===== config.mk =====
export PLATFORM = sky130hd
export DESIGN_NAME = fan_matrix_animator
export DESIGN_NICKNAME = d
export VERILOG_FILES = /design/src/rtl/fan_matrix_animator.sv
export SDC_FILE = /design/constraint.sdc
export NUM_CORES = 1
export LEC_CHECK = 0
export BUFFER_PORTS_ARGS = -buffer_cell sky130_fd_sc_hd__buf_4
export CAP_MARGIN = 10
export CORE_UTILIZATION = 35
export DETAILED_ROUTE_END_ITERATION = 12
export PLACE_DENSITY_LB_ADDON = 0.12
export SKIP_CTS_REPAIR_TIMING = 1
export SLEW_MARGIN = 20
export SYNTH_ARGS = -nofsm -noshare
export SYNTH_HDL_FRONTEND = slang
export SYNTH_SLANG_ARGS = --single-unit

===== constraint.sdc =====
create_clock -name clk -period 17.1 [get_ports clk]
set_clock_uncertainty 0.05 [all_clocks]
set_input_delay 0.855 -clock clk [delete_from_list [all_inputs] [get_ports clk]]
set_output_delay 0.855 -clock clk [all_outputs]
set_load 0.01 [all_outputs]

===== src/rtl/fan_matrix_animator.sv =====
// fan_matrix_animator: scanned ROWS x COLS red/green dot-matrix animator.
// The block holds a host-writable frame memory and an internal frame-rate divider
// selected by 'level'. An internal row scanner drives the one-hot row outputs and
// the column outputs.
// Build option: define FAN_MATRIX_BOUNCE_EN to add the 'bounce' input. With that
// input high, the frame index ping-pongs instead of wrapping around.

module fan_matrix_animator #(
  parameter int ROWS     = 8,
  parameter int COLS     = 8,
  parameter int FRAMES   = 4,
  parameter int LVL_W    = 2,
  parameter int BASE_DIV = 50000000,
  parameter int SCAN_DIV = 1000
) (
  input  logic                      clk,
  input  logic                      rst,
  input  logic                      en,
  input  logic [LVL_W-1:0]          level,
  input  logic                      dir,
`ifdef FAN_MATRIX_BOUNCE_EN
  input  logic                      bounce,
`endif
  input  logic                      wr_en,
  input  logic [$clog2(FRAMES)-1:0] wr_frame,
  input  logic [$clog2(ROWS)-1:0]   wr_row,
  input  logic [2*COLS-1:0]         wr_data,
  output logic [ROWS-1:0]           row_sel,
  output logic [COLS-1:0]           col_r,
  output logic [COLS-1:0]           col_g,
  output logic [$clog2(FRAMES)-1:0] frame_idx,
  output logic                      frame_tick
);

  localparam int FW     = $clog2(FRAMES);
  localparam int RW     = $clog2(ROWS);
  localparam int DIV_W  = $clog2(BASE_DIV + 1);
  localparam int SCAN_W = (SCAN_DIV > 1) ? $clog2(SCAN_DIV) : 1;

  localparam logic [FW-1:0]     LAST_FRAME = FW'(FRAMES - 1);
  localparam logic [RW-1:0]     LAST_ROW   = RW'(ROWS - 1);
  localparam logic [SCAN_W-1:0] LAST_SCAN  = SCAN_W'(SCAN_DIV - 1);
  localparam logic [ROWS-1:0]   ROW_ONE    = ROWS'(1);

  logic [LVL_W-1:0]  lvl_q, lvl_d;
  logic [DIV_W-1:0]  div_q, div_d;
  logic              tick_q, tick_d;
  logic [FW-1:0]     frame_q, frame_d;
  logic [SCAN_W-1:0] scan_q, scan_d;
  logic [RW-1:0]     row_q, row_d;
  logic [FW-1:0]     disp_q, disp_d;
  logic [ROWS-1:0]   row_sel_q, row_sel_d;
  logic [COLS-1:0]   col_r_q, col_r_d;
  logic [COLS-1:0]   col_g_q, col_g_d;

  logic [2*COLS-1:0] mem_q [FRAMES][ROWS];

  logic [DIV_W-1:0]  period;
  logic [DIV_W-1:0]  periodLast;
  logic [2*COLS-1:0] rowData;
  logic              down;
  logic              wrOk;

`ifdef FAN_MATRIX_BOUNCE_EN
  logic bounce_q, bounce_d;
  logic bdir_q, bdir_d;
  logic bounceRise;
`endif

  // Step a frame index one place up or down, wrapping at either end.
  function automatic logic [FW-1:0] nextFrame(input logic [FW-1:0] cur, input logic goDown);
    if (goDown) return (cur == '0) ? LAST_FRAME : cur - FW'(1);
    return (cur == LAST_FRAME) ? '0 : cur + FW'(1);
  endfunction

  // Next-state logic for the divider, frame sequencing, row scanner and output registers.
  always_comb begin
    lvl_d     = level;
    div_d     = div_q;
    tick_d    = 1'b0;
    frame_d   = frame_q;
    scan_d    = scan_q;
    row_d     = row_q;
    disp_d    = disp_q;
    row_sel_d = '0;
    col_r_d   = '0;
    col_g_d   = '0;
    down      = dir;
`ifdef FAN_MATRIX_BOUNCE_EN
    bounce_d   = bounce;
    bdir_d     = bdir_q;
    bounceRise = bounce && !bounce_q;
    if (bounceRise) bdir_d = dir;
`endif
    period     = DIV_W'(BASE_DIV) >> (lvl_q - LVL_W'(1));
    periodLast = period - DIV_W'(1);
    rowData    = mem_q[disp_q][row_q];

    if (en) begin
      row_sel_d          = ROW_ONE << row_q;
      {col_r_d, col_g_d} = rowData;
      if (scan_q == LAST_SCAN) begin
        scan_d = '0;
        if (row_q == LAST_ROW) begin
          row_d  = '0;
          disp_d = frame_q;
        end else begin
          row_d = row_q + RW'(1);
        end
      end else begin
        scan_d = scan_q + SCAN_W'(1);
      end
    end

    if (level != lvl_q) begin
      div_d = '0;
    end else if (en && lvl_q != '0) begin
      if (div_q == periodLast) begin
        div_d  = '0;
        tick_d = 1'b1;
`ifdef FAN_MATRIX_BOUNCE_EN
        if (bounce) begin
          down = bounceRise ? dir : bdir_q;
          if (!down && frame_q == LAST_FRAME) down = 1'b1;
          else if (down && frame_q == '0) down = 1'b0;
          bdir_d = down;
        end
`endif
        frame_d = nextFrame(frame_q, down);
      end else begin
        div_d = div_q + DIV_W'(1);
      end
    end

    if (en && lvl_q == '0) frame_d = '0;
  end

  // State and output registers, all cleared by the asynchronous reset.
  always_ff @(posedge clk or posedge rst) begin
    if (rst) begin
      lvl_q     <= '0;
      div_q     <= '0;
      tick_q    <= 1'b0;
      frame_q   <= '0;
      scan_q    <= '0;
      row_q     <= '0;
      disp_q    <= '0;
      row_sel_q <= '0;
      col_r_q   <= '0;
      col_g_q   <= '0;
`ifdef FAN_MATRIX_BOUNCE_EN
      bounce_q  <= 1'b0;
      bdir_q    <= 1'b0;
`endif
    end else begin
      lvl_q     <= lvl_d;
      div_q     <= div_d;
      tick_q    <= tick_d;
      frame_q   <= frame_d;
      scan_q    <= scan_d;
      row_q     <= row_d;
      disp_q    <= disp_d;
      row_sel_q <= row_sel_d;
      col_r_q   <= col_r_d;
      col_g_q   <= col_g_d;
`ifdef FAN_MATRIX_BOUNCE_EN
      bounce_q  <= bounce_d;
      bdir_q    <= bdir_d;
`endif
    end
  end

  assign wrOk = (int'(wr_frame) < FRAMES) && (int'(wr_row) < ROWS);

  // Frame memory: host writes land at the clock edge; out-of-range addresses are dropped.
  always_ff @(posedge clk or posedge rst) begin
    if (rst) begin
      for (int f = 0; f < FRAMES; f++) begin
        for (int r = 0; r < ROWS; r++) begin
          mem_q[f][r] <= '0;
        end
      end
    end else if (wr_en && wrOk) begin
      mem_q[wr_frame][wr_row] <= wr_data;
    end
  end

  assign row_sel    = row_sel_q;
  assign col_r      = col_r_q;
  assign col_g      = col_g_q;
  assign frame_idx  = frame_q;
  assign frame_tick = tick_q;

endmodule


==> results of run 1 <==
layout make-up:
cell class,instances,share of cell area
Multi-Input combinational cell,1119,0.3790
Clock inverter,9,0.001493
Timing Repair Buffer,99,0.02517
Tap cell,969,0.04018
Inverter,14,0.001866
Sequential cell,582,0.4829
Clock buffer,109,0.06933
per-layer routing:
metal / global-route usage / wire, um / vias up
met1: 0.2588 / 32280 / 8436
met2: 0.2989 / 33360 / 256
li1: - / - / 6873
met3: 0.02854 / 2716 / 84
met4: 0.05029 / 1352 / 0
met5: 0 / 0 / -
registers in the layout, summed over array words and instances (netlist names):
name and flops:
disp_q 2, lvl_q 2, frame_tick 1, frame_idx 2, scan_q 10, row_q 3
div_q 26, col_g 8, row_sel 8, mem_q 512, col_r 8
worst reg2reg max path, stage by stage (launching register included):
cell,delay [ps]
dfrtp_4,880
buf_4,820
mux4_2,420
o22a_1,170
o31ai_1,80
a2111oi_0,650
cells in the mapped netlist, drive strengths merged, types with 6 or more instances:
| library cell | number |
|---|---|
| and2 | 7 |
| nand2 | 75 |
| mux2 | 513 |
| a21oi | 15 |
| xor2 | 23 |
| mux4 | 106 |
| dfrtp | 582 |
| o311ai | 11 |
| nand3b | 7 |
| nor2b | 14 |
| a31oi | 14 |
| nor2 | 73 |
| mux2i | 33 |
| buf | 48 |
| nor3 | 9 |
| nand4 | 15 |
| xnor2 | 19 |
| a211oi | 12 |
| nand3 | 40 |
| ha | 17 |
| and3 | 9 |
| o22ai | 9 |
| inv | 14 |
| o31ai | 6 |
| o21ai | 24 |
| clkbuf | 101 |
| a22oi | 23 |
cells by family after synthesis:
| family | after synthesis |
|---|---|
| AOI/OAI and AO/OA | 130 |
| xor gates and xnor gates | 42 |
| adders and majority gates | 17 |
| buffers and inverters | 163 |
| DFF | 582 |
| muxes | 652 |
| and+or+nand+nor | 278 |
per-stage QoR:
stage	utilization	setup WS, ps	total power (W)
after floorplan	-	8264	0.002104
after CTS	0.4024	13510	0.003655
final	0.4026	13850	0.003597
after global placement	0.3737	13040	0.002205
after global routing	0.4026	13360	0.003778
after detailed placement	0.3738	12980	0.002229
worst max-delay path by stage:
stage | startpoint | end | slack [ps]
after CTS | disp_q[0] | col_g[2] | 13510
after floorplan | rst | col_g[0] | 8260
after global placement | rst | mem_q[185] | 13040
after detailed placement | rst | mem_q[185] | 12980
after global routing | rst | mem_q[38] | 13360
final | rst | mem_q[129] | 13850
power by group:
part	leakage, nW	switching (W)	total [W]	internal [W]
registers	7.48	0.000120	0.00175	0.00163
logic	4.46	0.000175	0.000452	0.000277
clock network	1.06	0.000566	0.00140	0.000834
total	13.0	0.000861	0.00360	0.00274
==> flow_summary_export.csv, run 1 <==
group,metric,value,unit
setup_path,required,17650,ps
logic_synthesis,ys_ff_latch,582,
logic_synthesis,synth_area_per_cell,14.31,sq um
detailed_routing,drt_first_iter_violations,905,
sta,final-setup-viol-count,0,
pwr,ir_drop,0.07100,mV
logic_synthesis,synth-compound-area-share,0.03565,
sta,maxSlewViolCount,0,
global_routing,grt_pass1_wl,108.2,mm
logic_synthesis,yosys.area_share.adder,0.007975,
cts,htreeDepth,3,
detailed_routing,wl,69.72,mm
cells_and_area,final_cell_mix,"580 x dfrtp_1, 513 x mux2_2, 106 x mux4_2, 97 x buf_4, 73 x clkbuf_16",
logic_synthesis,synthMuxAreaShare,0.3185,
cells_and_area,layout.cells.non_filler,2901,
setup_path,reg2reg_from,"disp_q[0]",
cells_and_area,fillers,6957,
cells_and_area,antenna_cells,0,
logic_synthesis,synth_edf_count,0,
detailed_routing,wl_per_cell,24.03,um
global_routing,grt_pass1_vias,16640,
floorplan,core-area,74950,sq um
sta,max_slew_margin,0.2949,
setup_path,worstSetupPathType,"in2async",
global_routing,grt_max_degree,106,
detailed_routing,drcViolationCount,0,
cells_and_area,syn_to_final_growth,13.13,%
logic_synthesis,synth-xor-area-share,0.01379,
cts,cts_buffers,68,
setup_path,cp_common_cell,"buf_4",
cells_and_area,drive_above_1_share,0.4369,
floorplan,start_util,0.3559,
cells_and_area,final_common_cell,"dfrtp_1",
sta,fin_crit_sh,0.1903,
sta,hold_viol_final,0,
setup_path,cp.depth,5,
detailed_routing,drt_first_pass_iters,5,
setup_path,rr_worst_depth,5,
setup_path,critPathSlowestCell,"buf_4",
global_routing,antenna_found_initial,0,
setup_path,path_cells,"buf_4 -> clkinvlp_4 -> buf_4 -> buf_4 -> buf_4",
logic_synthesis,synth_nets,1909,
setup_path,regToRegSetupSlack,13850,ps
setup_path,cp_data_arrival_time,3810,ps
worst_hold_path,hp-class,"in2async",
place,gp_congestion,0.7770,
detailed_routing,vias_per_cell,5.394,
job,maxCapViolations,0,
floorplan,fp.dieArea,77310,sq um
place,placed_area,28020,sq um
sta,tns,0,ps
outcome,status,"finished clean",
setup_path,crit_fanout,70,
cts,clock_latency,590,ps
floorplan,fp-row-count,100,
logic_synthesis,synth_top_area_frac,0.5460,
floorplan,die-height,278.1,um
detailed_routing,dr_total_vias,15650,
sta,tightest_slew,1055,ps
logic_synthesis,synthSimpleGateAreaFrac,0.05188,
sta,max_freq,0.3073,GHz
setup_path,cp_top_family,"buffers and inverters",
cts,cts.sinks,582,
logic_synthesis,seq_area_frac_synth,0.5460,
cells_and_area,final_nets,1929,
logic_synthesis,synth_flop_cell,"dfrtp_1",
place,io_buffers,54,
cts,path_clk_slew,60,ps
setup_path,cp_slowest_stage_delay,840,ps
pwr,power.leakage,13.00,nW
logic_synthesis,yosysWarnings,0,
logic_synthesis,synth_top_family_by_area,"multiplexers",
cts,cts_buffer_depth,3,
logic_synthesis,async_flop_share,1.000,
cts,cts_tree,"built",
setup_path,end_kind,"asynchronous set/reset pin",
cells_and_area,regArea,14570,sq um
global_routing,gr-total-overflow,0,
setup_path,worst-path-buf-inv,5,
setup_path,cp-start-kind,"primary input",
logic_synthesis,synth_top_area_cell,"dfrtp_1",
cts,cts-root-buf,"clkbuf_16",
floorplan,dieWidth,278.1,um
logic_synthesis,synth_area_leaders,"dfrtp_1 55%, mux2_2 22%, mux4_2 9.0%, clkbuf_1 1.4%, mux2i_1 1.2%",
sta,whs,313.6,ps
place,dp_hpwl,42.37,mm
sta,fin_crit,3254,ps
sta,rsz0062_at_grt,"no",
logic_synthesis,synth.distinct_cells,59,
setup_path,regToRegEndpoint,"col_r[1]",
floorplan,io_pins,55,
pwr,p_per_area,119.2,nW/um^2
place,placed_cells,2783,
detailed_routing,ant_nets,0,
global_routing,grt_usage,0.1851,
logic_synthesis,synthCells,1864,
cells_and_area,multi_input_area,11440,sq um
cells_and_area,post-route-cell-area,30170,sq um
logic_synthesis,mappedNetlistArea,26670,sq um
Power figures use the tool's default switching activity.
==> inputs of run 2 (changes only) <==
- clock period: 17.1 -> 3 ns (I/O delays scaled with it)
==> run 2 against run 1 <==
Net effect:
- the flow now finishes with violations (negative hold slack)
- first-iteration DRC count grew 2.4%
- design area grew 1.9%
- clock power grew to 6.0 times the previous value
- flip-flop and latch count is the same
- sequential power grew to 5.7 times the previous value
- via count grew 0.52%
- worst hold slack lost 340 ps
- sequential share of layout area shrank 0.92 points
- routed wire length shrank 1.4%
- cell count grew 1.4%
- critical path type is now reg2reg
- critical endpoint is now col_r[4]
==> flow_summary_export.csv, run 2 (synthesis gave the netlist of run 1 again) <==
group,metric,value,unit
pwr,internal-power,0.01610,W
floorplan,dieWidth,278.1,um
cells_and_area,largest_reg_flops,512,
setup_path,cp_top_family,"compound AO/OA/AOI/OAI gates",
setup_path,critPathSlowestCell,"o311ai_0",
cells_and_area,drive_above_1_share,0.4453,
cts,htreeDepth,3,
detailed_routing,ant_nets,0,
setup_path,worstSetupPathType,"reg2reg",
place,placed_area,28440,sq um
detailed_routing,drt_first_pass_iters,5,
cts,path_clk_slew,60,ps
sta,maxSlewViolCount,0,
pwr,pwr-share-comb,0.123,
place,post-place-ws,231.3,ps
sta,fin_crit,2763,ps
global_routing,grt_pass1_vias,16800,
cts,cts-root-buf,"clkbuf_16",
floorplan,die-height,278.1,um
setup_path,worst-path-buf-inv,2,
floorplan,core-area,74950,sq um
cells_and_area,top_regs,"mem_q (512), div_q (26), scan_q (10)",
pwr,swShare,0.2335,
sta,fin_crit_sh,0.9210,
cts,clock_latency,590,ps
global_routing,grt_pass1_wl,107.8,mm
sta,tns,0,ps
pwr,p_clk_frac,0.402,
detailed_routing,drt_first_iter_violations,927,
cells_and_area,regMostFlops,"mem_q",
detailed_routing,dr_total_vias,15730,
place,gp_congestion,0.7821,
cells_and_area,final_nets,1971,
global_routing,grt_usage,0.1836,
sta,whs,-28.90,ps
outcome,violations,"negative hold slack",
pwr,power.leakage,13.31,nW
pwr,p_per_area,682.7,nW/um^2
setup_path,cp_data_arrival_time,3120,ps
sta,layout_setup_ws,237.0,ps
cells_and_area,final_common_cell,"dfrtp_1",
outcome,status,"finished with violations",
sta,final-setup-viol-count,0,
detailed_routing,vias_per_cell,5.345,
pwr,power_frac_seq,0.474,
worst_hold_path,hp-class,"in2reg",
setup_path,required,3360,ps
cts,cts.sinks,582,
cells_and_area,final_util,0.4104,
cts,cts_buffers,69,
floorplan,io_pins,55,
pwr,p_sw,0.004904,W
cells_and_area,final_cell_mix,"580 x dfrtp_1, 513 x mux2_2, 124 x buf_4, 106 x mux4_2, 75 x nand2_1",
detailed_routing,wl_per_cell,23.35,um
floorplan,fp.dieArea,77310,sq um
setup_path,end_kind,"flop",
global_routing,grt_max_degree,102,
global_routing,gr-total-overflow,0,
detailed_routing,drcViolationCount,0,
pwr,ir_drop,0.3519,mV
cells_and_area,post-route-cell-area,30760,sq um
setup_path,cp_slowest_stage_delay,900,ps
setup_path,cp-start-kind,"flop",
sta,rsz0062_at_grt,"no",
sta,max_freq,0.3619,GHz
sta,tightest_slew,1088,ps
cts,cts_tree,"built",
setup_path,crit_fanout,20,
cells_and_area,syn_to_final_growth,15.33,%
sta,max_slew_margin,0.2654,
sta,hold_viol_final,3,
floorplan,start_util,0.3559,
place,io_buffers,54,
job,maxCapViolations,0,
global_routing,antenna_found_initial,0,
cells_and_area,antenna_cells,0,
floorplan,fp-row-count,100,
setup_path,path_cells,"buf_12 -> buf_4 -> mux4_2 -> o311ai_0 -> a31oi_1",
place,dp_hpwl,43.48,mm
cts,cts_buffer_depth,3,
detailed_routing,wl,68.72,mm
==> run 2: cell count changes in the layout (fill, tap and decap cells not counted), moves of 3 or more <==
cell / previous run / this run
buf_12: 1 / 13
buf_4: 97 / 124
bufinv_16: 0 / 5
clkinv_2: 9 / 5
dlygate4sd3_1: 0 / 3
nand2_1: 70 / 75
nand2_2: 5 / 0
==> run 2: path summary, 6_finish.rpt <==
kind,endpoint,start,slack (ps),cells after the start
setup / recovery,col_r[4],disp_q[1],240,5
hold / removal,frame_idx[1],dir,-30,5
setup reg to reg,col_r[4],disp_q[1],240,5
hold reg to reg,mem_q[508],mem_q[508],440,1
max in group asynchronous,mem_q[5],rst,1670,5
min in group asynchronous,mem_q[222],rst,190,3
==> run 2: layout make-up <==
type,count,area [sq um]
fill,6924,44190
sequential,582,14570
multi-input combinational,1119,11410
clock buffer,109,2112
timing repair buffer,140,1221
tap,969,1212
clock inverter,10,175.2
inverter,14,56.30
==> run 2: power groups by stage <==
stage	Combinational, W	Clock [W]	Sequential (W)
2_1_floorplan	0.00210	0	0.00990
3_3_place_gp	0.00254	0	0.0100
3_5_place_dp	0.00262	0	0.0101
4_1_cts	0.00263	0.00874	0.00996
5_1_grt	0.00284	0.00907	0.0102
6_report	0.00259	0.00845	0.00996
==> run 2: worst min-delay path: cells and delay by family <==
family | cells | cell delay (ps)
AOI/OAI and AO/OA | 2 | 180
and+or+nand+nor | 1 | 90
xor gates and xnor gates | 1 | 50
buffers and inverters | 1 | 90
==> run 2: routing by layer <==
metal | part of all wire | wire [um] | GRT usage | up-vias
met3 | 0.034 | 2310 | 0.02712 | 85
met4 | 0.021 | 1425 | 0.05298 | 0
met1 | 0.47 | 32350 | 0.2585 | 8444
met5 | 0 | 0 | 0 | -
met2 | 0.47 | 32640 | 0.2935 | 237
li1 | - | - | - | 6964
==> run 2: through the flow <==
step                total power (W)  std cells
floorplan                   0.01199       1864
global placement            0.01257       2821
detailed placement          0.01272       2821
CTS                         0.02134       2940
global route                0.02207       2943
finish                      0.02100       2943
==> inputs of run 3 (changes only) <==
- PLACE_DENSITY: unset -> 0.51
- PLACE_DENSITY_LB_ADDON: 0.12 -> unset
==> run 3 against run 2 <==
Net effect:
- the flow now finishes without violations
- flip-flop and latch count is the same
- design area grew 0.19%
- sequential share of layout area shrank 0.090 points
- critical path type unchanged
- first-iteration DRC count grew 3.3%
- cell count grew 0.37%
==> flow_summary_export.csv, run 3 (synthesis gave the netlist of run 1 again) <==
group,metric,value,unit
cts,clock_latency,600,ps
global_routing,antenna_found_initial,0,
floorplan,fp.dieArea,77310,sq um
pwr,power.leakage,13.35,nW
cts,htreeDepth,3,
pwr,ir_drop,0.3693,mV
cells_and_area,final_cell_mix,"580 x dfrtp_1, 513 x mux2_2, 134 x buf_4, 106 x mux4_2, 75 x nand2_1",
pwr,p_per_area,675.8,nW/um^2
detailed_routing,ant_nets,0,
sta,fin_crit,2619,ps
job,maxCapViolations,0,
sta,final-setup-viol-count,0,
cells_and_area,largest_reg_flops,512,
worst_hold_path,holdPathStages,2,
detailed_routing,wl,67.01,mm
setup_path,regToRegSetupSlack,380,ps
setup_path,required,3420,ps
cells_and_area,regMostFlops,"mem_q",
setup_path,critPathSlowestCell,"dfrtp_1",
global_routing,grt_pass1_wl,106.1,mm
setup_path,path_cells,"inv_1 -> ha_1 -> or3b_1 -> a211oi_2 -> nand4_2 -> o31ai_4 -> buf_4 -> nor2_1",
floorplan,core-area,74950,sq um
global_routing,gr-total-overflow,0,
cells_and_area,final_common_cell,"dfrtp_1",
global_routing,grt_max_degree,113,
setup_path,end_kind,"flop",
setup_path,cp_slowest_stage_delay,460,ps
sta,rsz0062_at_grt,"no",
detailed_routing,drt_first_pass_iters,5,
cts,path_clk_slew,50,ps
global_routing,grt_pass1_vias,16990,
cells_and_area,drive_above_1_share,0.4489,
cells_and_area,syn_to_final_growth,15.55,%
global_routing,grt_usage,0.1787,
cts,cts.sinks,582,
sta,tightest_slew,914.0,ps
worst_hold_path,timing.hold.worst.start,"wr_data[2]",
cts,cts_buffer_depth,3,
floorplan,die-height,278.1,um
sta,max_freq,0.3818,GHz
place,gp_congestion,0.7965,
floorplan,io_pins,55,
detailed_routing,dr_total_vias,15750,
cts,cts_tree,"built",
sta,maxSlewViolCount,0,
detailed_routing,wl_per_cell,22.68,um
setup_path,cp-start-kind,"flop",
floorplan,dieWidth,278.1,um
worst_hold_path,hp-class,"in2reg",
outcome,status,"finished clean",
sta,max_slew_margin,0.3884,
worst_hold_path,holdPathEnd,"mem_q[114]",
setup_path,crit_fanout,24,
place,post-place-ws,388.6,ps
setup_path,rr_worst_depth,8,
cells_and_area,antenna_cells,0,
setup_path,cp_data_arrival_time,3030,ps
sta,layout_setup_ws,380.9,ps
setup_path,regToRegEndpoint,"div_q[14]",
setup_path,worstSetupPathType,"reg2reg",
sta,hold_viol_final,0,
cts,cts_buffers,68,
cells_and_area,fillers,6778,
cts,cts-root-buf,"clkbuf_16",
detailed_routing,drcViolationCount,0,
floorplan,fp-row-count,100,
place,io_buffers,54,
cells_and_area,final_util,0.4112,
cells_and_area,top_regs,"mem_q (512), div_q (26), scan_q (10)",
setup_path,reg2reg_from,"lvl_q[1]",
sta,fin_crit_sh,0.8730,
cells_and_area,final_nets,1983,
place,dp_hpwl,43.45,mm
detailed_routing,drt_first_iter_violations,958,
floorplan,start_util,0.3559,
detailed_routing,vias_per_cell,5.331,
## run 3: critical path, delay by kind of cell, from the launching register on
kind	cells	cell delay (ps)
DFF	1	460
and+or+nand+nor	3	710
buffers and inverters	2	430
AOI/OAI and AO/OA	2	530
adders and majority gates	1	310
## run 3: metrics by stage
step                power, W  hold slack, ps  std cells  area [sq um]  TNS (ps)
global placement     0.01256           252.7       2832         28540         0
CTS                  0.02114          -375.0       2949         30770         0
global route         0.02187           54.12       2954         30820         0
finish               0.02083           42.89       2954         30820         0
detailed placement   0.01274           259.2       2832         28540         0
floorplan            0.01199           131.4       1864         26680  -2986500
## run 3: routing by layer
layer / wire [um] / GRT usage / part of all wire / vias up
met1: 31530 / 0.2504 / 0.47 / 8434
met5: 0 / 0 / 0 / -
met2: 31390 / 0.2814 / 0.47 / 228
met4: 1603 / 0.05695 / 0.024 / 0
li1: - / - / - / 6990
met3: 2492 / 0.03115 / 0.037 / 96
## run 3: report_power, final
group / leakage, nW / internal, W / switching, W
Clock: 1.10 / 0.00507 / 0.00319
Combinational: 4.77 / 0.00161 / 0.000996
Sequential: 7.48 / 0.00927 / 0.000694
## run 3: final cells by class
| type | instances | area (sq um) | share of cell area |
|---|---|---|---|
| inverter | 14 | 56.30 | 0.001827 |
| timing repair buffer | 153 | 1336 | 0.04336 |
| sequential | 582 | 14570 | 0.4728 |
| clock buffer | 102 | 2026 | 0.06573 |
| clock inverter | 15 | 200.2 | 0.006496 |
| tap | 969 | 1212 | 0.03934 |
| multi-input combinational | 1119 | 11420 | 0.3705 |
## run 3: worst max-delay path by stage
stage | start | end | slack, ps | cells past startpoint
2_1_floorplan | rst | col_g[0] | -5130 | 1
3_3_place_gp | disp_q[0] | col_r[1] | 440 | 6
3_5_place_dp | lvl_q[1] | div_q[14] | 390 | 8
4_1_cts | lvl_q[1] | div_q[14] | 360 | 8
5_1_grt | lvl_q[1] | div_q[19] | 200 | 8
6_report | lvl_q[1] | div_q[14] | 380 | 8
